<file path="src/rtl/seg7_pkg.sv">
// Shared types and pattern constants for the 7-segment scan capture block.
// Patterns are {a,b,c,d,e,f,g} with a as the MSB.
package seg7_pkg;

  localparam int SEG7_PAT_W = 7;

  typedef logic [SEG7_PAT_W-1:0] seg7_pat_t;

  localparam seg7_pat_t PAT_0 = 7'h7E;
  localparam seg7_pat_t PAT_1 = 7'h30;
  localparam seg7_pat_t PAT_2 = 7'h6D;
  localparam seg7_pat_t PAT_3 = 7'h79;
  localparam seg7_pat_t PAT_4 = 7'h33;
  localparam seg7_pat_t PAT_5 = 7'h5B;
  localparam seg7_pat_t PAT_6 = 7'h5F;
  localparam seg7_pat_t PAT_7 = 7'h70;
  localparam seg7_pat_t PAT_8 = 7'h7F;
  localparam seg7_pat_t PAT_9 = 7'h7B;
  localparam seg7_pat_t PAT_A = 7'h77;
  localparam seg7_pat_t PAT_B = 7'h1F;
  localparam seg7_pat_t PAT_C = 7'h4E;
  localparam seg7_pat_t PAT_D = 7'h3D;
  localparam seg7_pat_t PAT_E = 7'h4F;
  localparam seg7_pat_t PAT_F = 7'h47;

  typedef enum logic [1:0] {
    IDLE,
    SETTLE,
    CAPTURED
  } seg7_state_t;

endpackage

</file>
<file path="src/rtl/seg7_pattern_decode.sv">
// Combinational lookup from a 7-segment pattern back to a hex nibble.
// Unknown patterns report err with hex forced to 0.
module seg7_pattern_decode
  import seg7_pkg::*;
(
  input  logic [SEG7_PAT_W-1:0] pat,
  output logic [3:0]            hex,
  output logic                  err
);

  always_comb begin
    hex = 4'h0;
    err = 1'b0;
    case (pat)
      PAT_0:   hex = 4'h0;
      PAT_1:   hex = 4'h1;
      PAT_2:   hex = 4'h2;
      PAT_3:   hex = 4'h3;
      PAT_4:   hex = 4'h4;
      PAT_5:   hex = 4'h5;
      PAT_6:   hex = 4'h6;
      PAT_7:   hex = 4'h7;
      PAT_8:   hex = 4'h8;
      PAT_9:   hex = 4'h9;
      PAT_A:   hex = 4'hA;
      PAT_B:   hex = 4'hB;
      PAT_C:   hex = 4'hC;
      PAT_D:   hex = 4'hD;
      PAT_E:   hex = 4'hE;
      PAT_F:   hex = 4'hF;
      default: err = 1'b1;
    endcase
  end

endmodule

</file>
<file path="src/rtl/seg7_scan_capture.sv">
// Multiplexed 7-segment receive monitor: settle filter, decode, frame handoff.
// Define SEG7_CAP_ERRCNT_EN to enable the saturating err_count.
module seg7_scan_capture
  import seg7_pkg::*;
#(
  parameter int NUM_DIGITS    = 4,
  parameter int STABLE_CYCLES = 4
) (
  input  logic                    clk,
  input  logic                    rst,
  input  logic                    a,
  input  logic                    b,
  input  logic                    c,
  input  logic                    d,
  input  logic                    e,
  input  logic                    f,
  input  logic                    g,
  input  logic                    dp,
  input  logic [NUM_DIGITS-1:0]   digit,
  output logic                    upd_valid,
  output logic [((NUM_DIGITS > 1) ? $clog2(NUM_DIGITS) : 1)-1:0] upd_idx,
  output logic [3:0]              upd_hex,
  output logic                    upd_err,
  output logic                    frm_valid,
  input  logic                    frm_ready,
  output logic [4*NUM_DIGITS-1:0] frm_hex,
  output logic [NUM_DIGITS-1:0]   frm_dp,
  output logic [NUM_DIGITS-1:0]   frm_err,
  output logic                    overflow,
  output logic [7:0]              err_count
);

  localparam int IW = (NUM_DIGITS > 1) ? $clog2(NUM_DIGITS) : 1;
  localparam int SW = SEG7_PAT_W + 1 + NUM_DIGITS;
  localparam logic [7:0] SC = 8'(STABLE_CYCLES);

  logic [SW-1:0] smp_in;
  logic [SW-1:0] smp;
  logic          same;
  logic          onehot_in;

  seg7_state_t state;
  seg7_state_t state_n;
  logic [7:0]  cnt;
  logic [7:0]  cnt_n;
  logic [7:0]  cnt_inc;
  logic        cap;

  logic [IW-1:0]           idx;
  logic [3:0]              hex;
  logic                    err;
  logic                    dpv;
  logic [4*NUM_DIGITS-1:0] slot_hex;
  logic [NUM_DIGITS-1:0]   slot_dp;
  logic [NUM_DIGITS-1:0]   slot_err;
  logic [NUM_DIGITS-1:0]   seen;
  logic [4*NUM_DIGITS-1:0] nx_hex;
  logic [NUM_DIGITS-1:0]   nx_dp;
  logic [NUM_DIGITS-1:0]   nx_err;
  logic                    full;
  logic                    load;

  assign smp_in    = {a, b, c, d, e, f, g, dp, digit};
  assign same      = (smp_in == smp);
  assign onehot_in = $onehot(digit);
  assign cnt_inc   = (cnt >= SC) ? SC : cnt + 8'd1;

  always_ff @(posedge clk or posedge rst) begin
    if (rst) begin
      smp   <= '0;
      state <= IDLE;
      cnt   <= '0;
    end else begin
      smp   <= smp_in;
      state <= state_n;
      cnt   <= cnt_n;
    end
  end

  // Counter value after an edge = run length of identical samples so far.
  always_comb begin
    state_n = state;
    cnt_n   = cnt;
    case (state)
      IDLE: begin
        if (onehot_in) begin
          state_n = SETTLE;
          cnt_n   = 8'd1;
        end else begin
          cnt_n = '0;
        end
      end
      SETTLE: begin
        if (!onehot_in) begin
          state_n = IDLE;
          cnt_n   = '0;
        end else if (same) begin
          cnt_n = cnt_inc;
          if (cnt_inc == SC) state_n = CAPTURED;
        end else begin
          cnt_n = 8'd1;
        end
      end
      CAPTURED: begin
        if (same) begin
          cnt_n = cnt_inc;
        end else if (onehot_in) begin
          state_n = SETTLE;
          cnt_n   = 8'd1;
        end else begin
          state_n = IDLE;
          cnt_n   = '0;
        end
      end
      default: begin
        state_n = IDLE;
        cnt_n   = '0;
      end
    endcase
  end

  always_comb begin
    cap = (state == SETTLE) && onehot_in && same && (cnt_inc == SC);
  end

  seg7_pattern_decode u_dec (
    .pat (smp[SW-1 -: SEG7_PAT_W]),
    .hex (hex),
    .err (err)
  );

  assign dpv = smp[NUM_DIGITS];

  always_comb begin
    idx = '0;
    for (int i = 0; i < NUM_DIGITS; i++) begin
      if (smp[i]) idx = IW'(i);
    end
  end

  always_comb begin
    nx_hex = slot_hex;
    nx_dp  = slot_dp;
    nx_err = slot_err;
    nx_hex[4*idx +: 4] = hex;
    nx_dp[idx]         = dpv;
    nx_err[idx]        = err;
  end

  assign full = &(seen | smp[NUM_DIGITS-1:0]);
  assign load = cap && full && (!frm_valid || frm_ready);

  always_ff @(posedge clk or posedge rst) begin
    if (rst) begin
      upd_valid <= 1'b0;
      upd_idx   <= '0;
      upd_hex   <= '0;
      upd_err   <= 1'b0;
      slot_hex  <= '0;
      slot_dp   <= '0;
      slot_err  <= '0;
      seen      <= '0;
      frm_valid <= 1'b0;
      frm_hex   <= '0;
      frm_dp    <= '0;
      frm_err   <= '0;
      overflow  <= 1'b0;
    end else begin
      upd_valid <= cap;
      if (cap) begin
        upd_idx  <= idx;
        upd_hex  <= hex;
        upd_err  <= err;
        slot_hex <= nx_hex;
        slot_dp  <= nx_dp;
        slot_err <= nx_err;
        seen     <= full ? '0 : (seen | smp[NUM_DIGITS-1:0]);
      end
      if (load) begin
        frm_valid <= 1'b1;
        frm_hex   <= nx_hex;
        frm_dp    <= nx_dp;
        frm_err   <= nx_err;
      end else if (frm_valid && frm_ready) begin
        frm_valid <= 1'b0;
      end
      if (cap && full && !load) overflow <= 1'b1;
    end
  end

`ifdef SEG7_CAP_ERRCNT_EN
  always_ff @(posedge clk or posedge rst) begin
    if (rst) begin
      err_count <= '0;
    end else if (cap && err && (err_count != 8'hFF)) begin
      err_count <= err_count + 8'd1;
    end
  end
`else
  assign err_count = '0;
`endif

endmodule

</file>
<file path="config.mk">
export PLATFORM = sky130hd
export DESIGN_NAME = seg7_scan_capture
export DESIGN_NICKNAME = d
export VERILOG_FILES = /design/src/rtl/seg7_pkg.sv /design/src/rtl/seg7_pattern_decode.sv /design/src/rtl/seg7_scan_capture.sv
export SDC_FILE = /design/constraint.sdc
export NUM_CORES = 1
export LEC_CHECK = 0
export ABC_AREA = 1
export ABC_CLOCK_PERIOD_IN_PS = 2950
export CAP_MARGIN = 20
export CELL_PAD_IN_SITES_DETAIL_PLACEMENT = 0
export CELL_PAD_IN_SITES_GLOBAL_PLACEMENT = 1
export CORE_AREA = 10 10 121 123
export CTS_CLUSTER_SIZE = 40
export DETAILED_ROUTE_END_ITERATION = 10
export DIE_AREA = 0 0 131 133
export PLACE_DENSITY_LB_ADDON = 0.3
export SYNTH_ARGS = -nofsm -noshare
export SYNTH_HDL_FRONTEND = slang
export SYNTH_HIERARCHICAL = 1
export SYNTH_SLANG_ARGS = --single-unit
</file>
<file path="constraint.sdc">
create_clock -name clk -period 2.95 [get_ports clk]
set_clock_uncertainty 0.2 [all_clocks]
set_input_delay 0.7375 -clock clk [delete_from_list [all_inputs] [get_ports clk]]
set_output_delay 0.7375 -clock clk [all_outputs]
set_load 0.01 [all_outputs]
</file>
==> results.toml <==
[layout]
instances_no_fill = 806
finish.instance_area_um2 = 5750
insertedDiodeCount = 0
drive_gt1_frac = 0.139
final_util = 0.465
syn_to_final_growth_pct = 30.3
final_nets = 658

[floorplan]
die_w_um = 131
core-area_um2 = 12400
start_util = 0.357
top_level_ports = 57
die_h_um = 133
rows = 41
die-area_um2 = 17400

[timing]
finalMaxSlewViolations = 0
rsz0062_at_grt = "no"
finalCritPeriodShare = 0.970
worst_pin_slew_ps = 549
setup_viol = 0
max_freq_ghz = 0.350
period_minus_slack_ps = 2860
relSlewSlack = 0.634
finalWorstSetupSlack_ps = 89.7
finalHoldViolCount = 0

[synthesis]
syn-mean-instance-area_um2 = 7.96
synth_edf_count = 0
synthCells = 554
dominantRegCellSynth = "dfrtp_1"
ys_ff_latch = 84
seq_area_frac_synth = 0.476
async_reset_ff_frac = 1.00
ys_warn_count = 6
synthesis.area_um2 = 4410
synthDistinctLibCells = 37

[place]
dp_hpwl_um = 7510
place_inst = 782
io_buffers = 48
globalplace.congestion = 0.792
pre_cts_ws_ps = -767
place_area_um2 = 5220

[setup_path]
cp-start-kind = "input pin"
regToRegEndpoint = "frm_hex[14]"
path_class = "input pin to flip-flop"
timing.rr.start = "smp[2]"
r2r_cells = 9
arrival_ps = 2890
required_ps = 2980
rrSetupSlack_ps = 660
startpoint = "digit[0]"
worst-path-max-fanout = 6
setup.worst_path.end = "frm_hex[9]"
critPathCaptureType = "flip-flop"

[detailed_routing]
drc = 0
ant_nets = 0
viasPerCell = 4.52
vias = 3642
drt_wl_total_um = 10400
drt_first_iter_violations = 253
drtPass1Iterations = 4
wl_per_cell_um = 12.9

[pwr]
powerDensity_nw_per_um2 = 465
p_leak_nw = 2.93
ir_drop_mv = 0.240

[global_routing]
grt_pass1_wl_um = 17600
grt_overflow = 0
grt_max_degree = 42
grt_pass1_vias = 3611
grt_util_all_layers = 0.126
antenna_found_initial = 0

[clock_tree]
cts_buffers = 9
clock_latency_ps = 330
clockRootBuffer = "clkbuf_16"
ctsLongestPathBuffers = 2
cts_tree = "built"
clock-sinks = 84
clkTransAtPathRegs_ps = 60
htreeDepth = 3
postCtsHoldBufs = 0

[worst_hold_path]
hold_depth = 2
hp-class = "flip-flop to flip-flop"

[status]
status = "complete, no violations"

[flow_run]
max-cap-violations = 0
## metrics by stage
stage / total power, mW / hold slack [ps] / setup TNS, ps
finish: 2.67 / 260 / 0
global route: 2.79 / 286 / 0
CTS: 2.71 / 268 / -8.31
detailed placement: 1.49 / 252 / -46690
global placement: 1.48 / 246 / -44800
floorplan: 1.40 / 254 / -1550
## cells in the final DEF (no fill, tap or decap), types with 2 or more instances in the layout
master / count
nand2_1: 179
dfrtp_1: 84
inv_1: 69
clkdlybuf4s50_1: 45
o21ai_0: 40
nand3_1: 35
nor2_1: 34
buf_4: 16
nand2_2: 15
o22ai_1: 15
conb_1: 13
clkbuf_16: 10
ha_1: 9
nor2_2: 7
nor2_4: 6
buf_12: 6
inv_2: 5
xnor2_1: 5
buf_16: 4
o21ai_1: 3
inv_8: 2
nand4_4: 2
a21oi_1: 2
nand3b_1: 2
bufinv_16: 2
clkbuf_1: 2
buf_2: 2
## area by class of cell
class	instances	area, µm²
fillers	1217	6620
multi-input cells	382	1950
inverters	78	312
clock buffers	12	246
clock inverters	2	60.1
flip-flops and latches	84	2100
well taps	172	215
repair buffers	76	862
## synth_stat cells, types with 3 or more instances
| library cell | count | area [µm²] |
|---|---|---|
| nor2_1 | 35 | 131 |
| buf_6 | 4 | 45.0 |
| dfrtp_1 | 84 | 2100 |
| nand2_1 | 186 | 698 |
| xnor2_1 | 5 | 43.8 |
| o22ai_1 | 15 | 93.8 |
| o21ai_0 | 40 | 200 |
| nor2_2 | 7 | 43.8 |
| inv_2 | 3 | 11.3 |
| nor2_4 | 5 | 56.3 |
| buf_2 | 6 | 30.0 |
| inv_1 | 74 | 278 |
| buf_4 | 10 | 75.1 |
| nand2_2 | 8 | 50.1 |
| ha_1 | 11 | 138 |
| nand3_1 | 35 | 175 |
| o21ai_1 | 3 | 15.0 |
## worst min path at each step
stage,start,end,slack (ps)
after floorplan,seen[0],seen[0],250
after CTS,overflow,overflow,270
after global placement,overflow,overflow,250
final,overflow,overflow,260
after global routing,frm_err[3],frm_err[3],290
after detailed placement,overflow,overflow,250
## power breakdown
group | total, mW | internal, mW | switching (mW) | leakage, nW
registers | 1.20 | 1.17 | 0.0252 | 1.00
logic | 0.281 | 0.110 | 0.171 | 1.77
clock network | 1.19 | 0.756 | 0.435 | 0.149
total | 2.67 | 2.04 | 0.631 | 2.93
## layer usage
| metal | global-route usage | routed length (µm) | vias up |
|---|---|---|---|
| met5 | 0 | 0 | - |
| li1 | - | - | 1860 |
| met1 | 0.167 | 4890 | 1703 |
| met2 | 0.202 | 4930 | 71 |
| met3 | 0.0260 | 478 | 8 |
| met4 | 0.0371 | 122 | 0 |
## what timing repair did
item | 4_1_cts | 5_1_grt
pin swaps | 6 | 3
gates cloned | 6 | 0
resized for setup | 29 | 9
endpoints found under the setup margin | 67 | 61
setup buffers | 4 | 0
## state kept, by name, indices dropped and copies added, names as in the netlist
| register | flops |
|---|---|
| frm_hex | 16 |
| slot_hex | 16 |
| smp | 12 |
| cnt | 8 |
| frm_dp | 4 |
| frm_err | 4 |
| seen | 4 |
| slot_dp | 4 |
| slot_err | 4 |
| upd_hex | 4 |
| state | 2 |
| upd_idx | 2 |
| frm_valid | 1 |
| overflow | 1 |
| upd_err | 1 |
| upd_valid | 1 |
## critical path, cell delays in order
cell,delay [ps]
buf_8,90
inv_8,30
fa_1,520
inv_1,40
ha_2,170
ha_4,220
nor2_4,70
nand2_2,70
nor3_4,130
buf_4,130
inv_2,40
nor2_4,120
nand4_4,170
clkbuf_16,230
nand2_1,50
nand2_1,40
## kinds of logic after synthesis
group	Yosys count	synth area share
other cells	1	0.000850
fa+ha+maj	12	0.0357
simple gates	287	0.291
buf+inv	100	0.102
xor+xnor	5	0.00993
flops	84	0.476
compound gates	65	0.0842
Note: power is estimated with default switching activity, not from simulation.
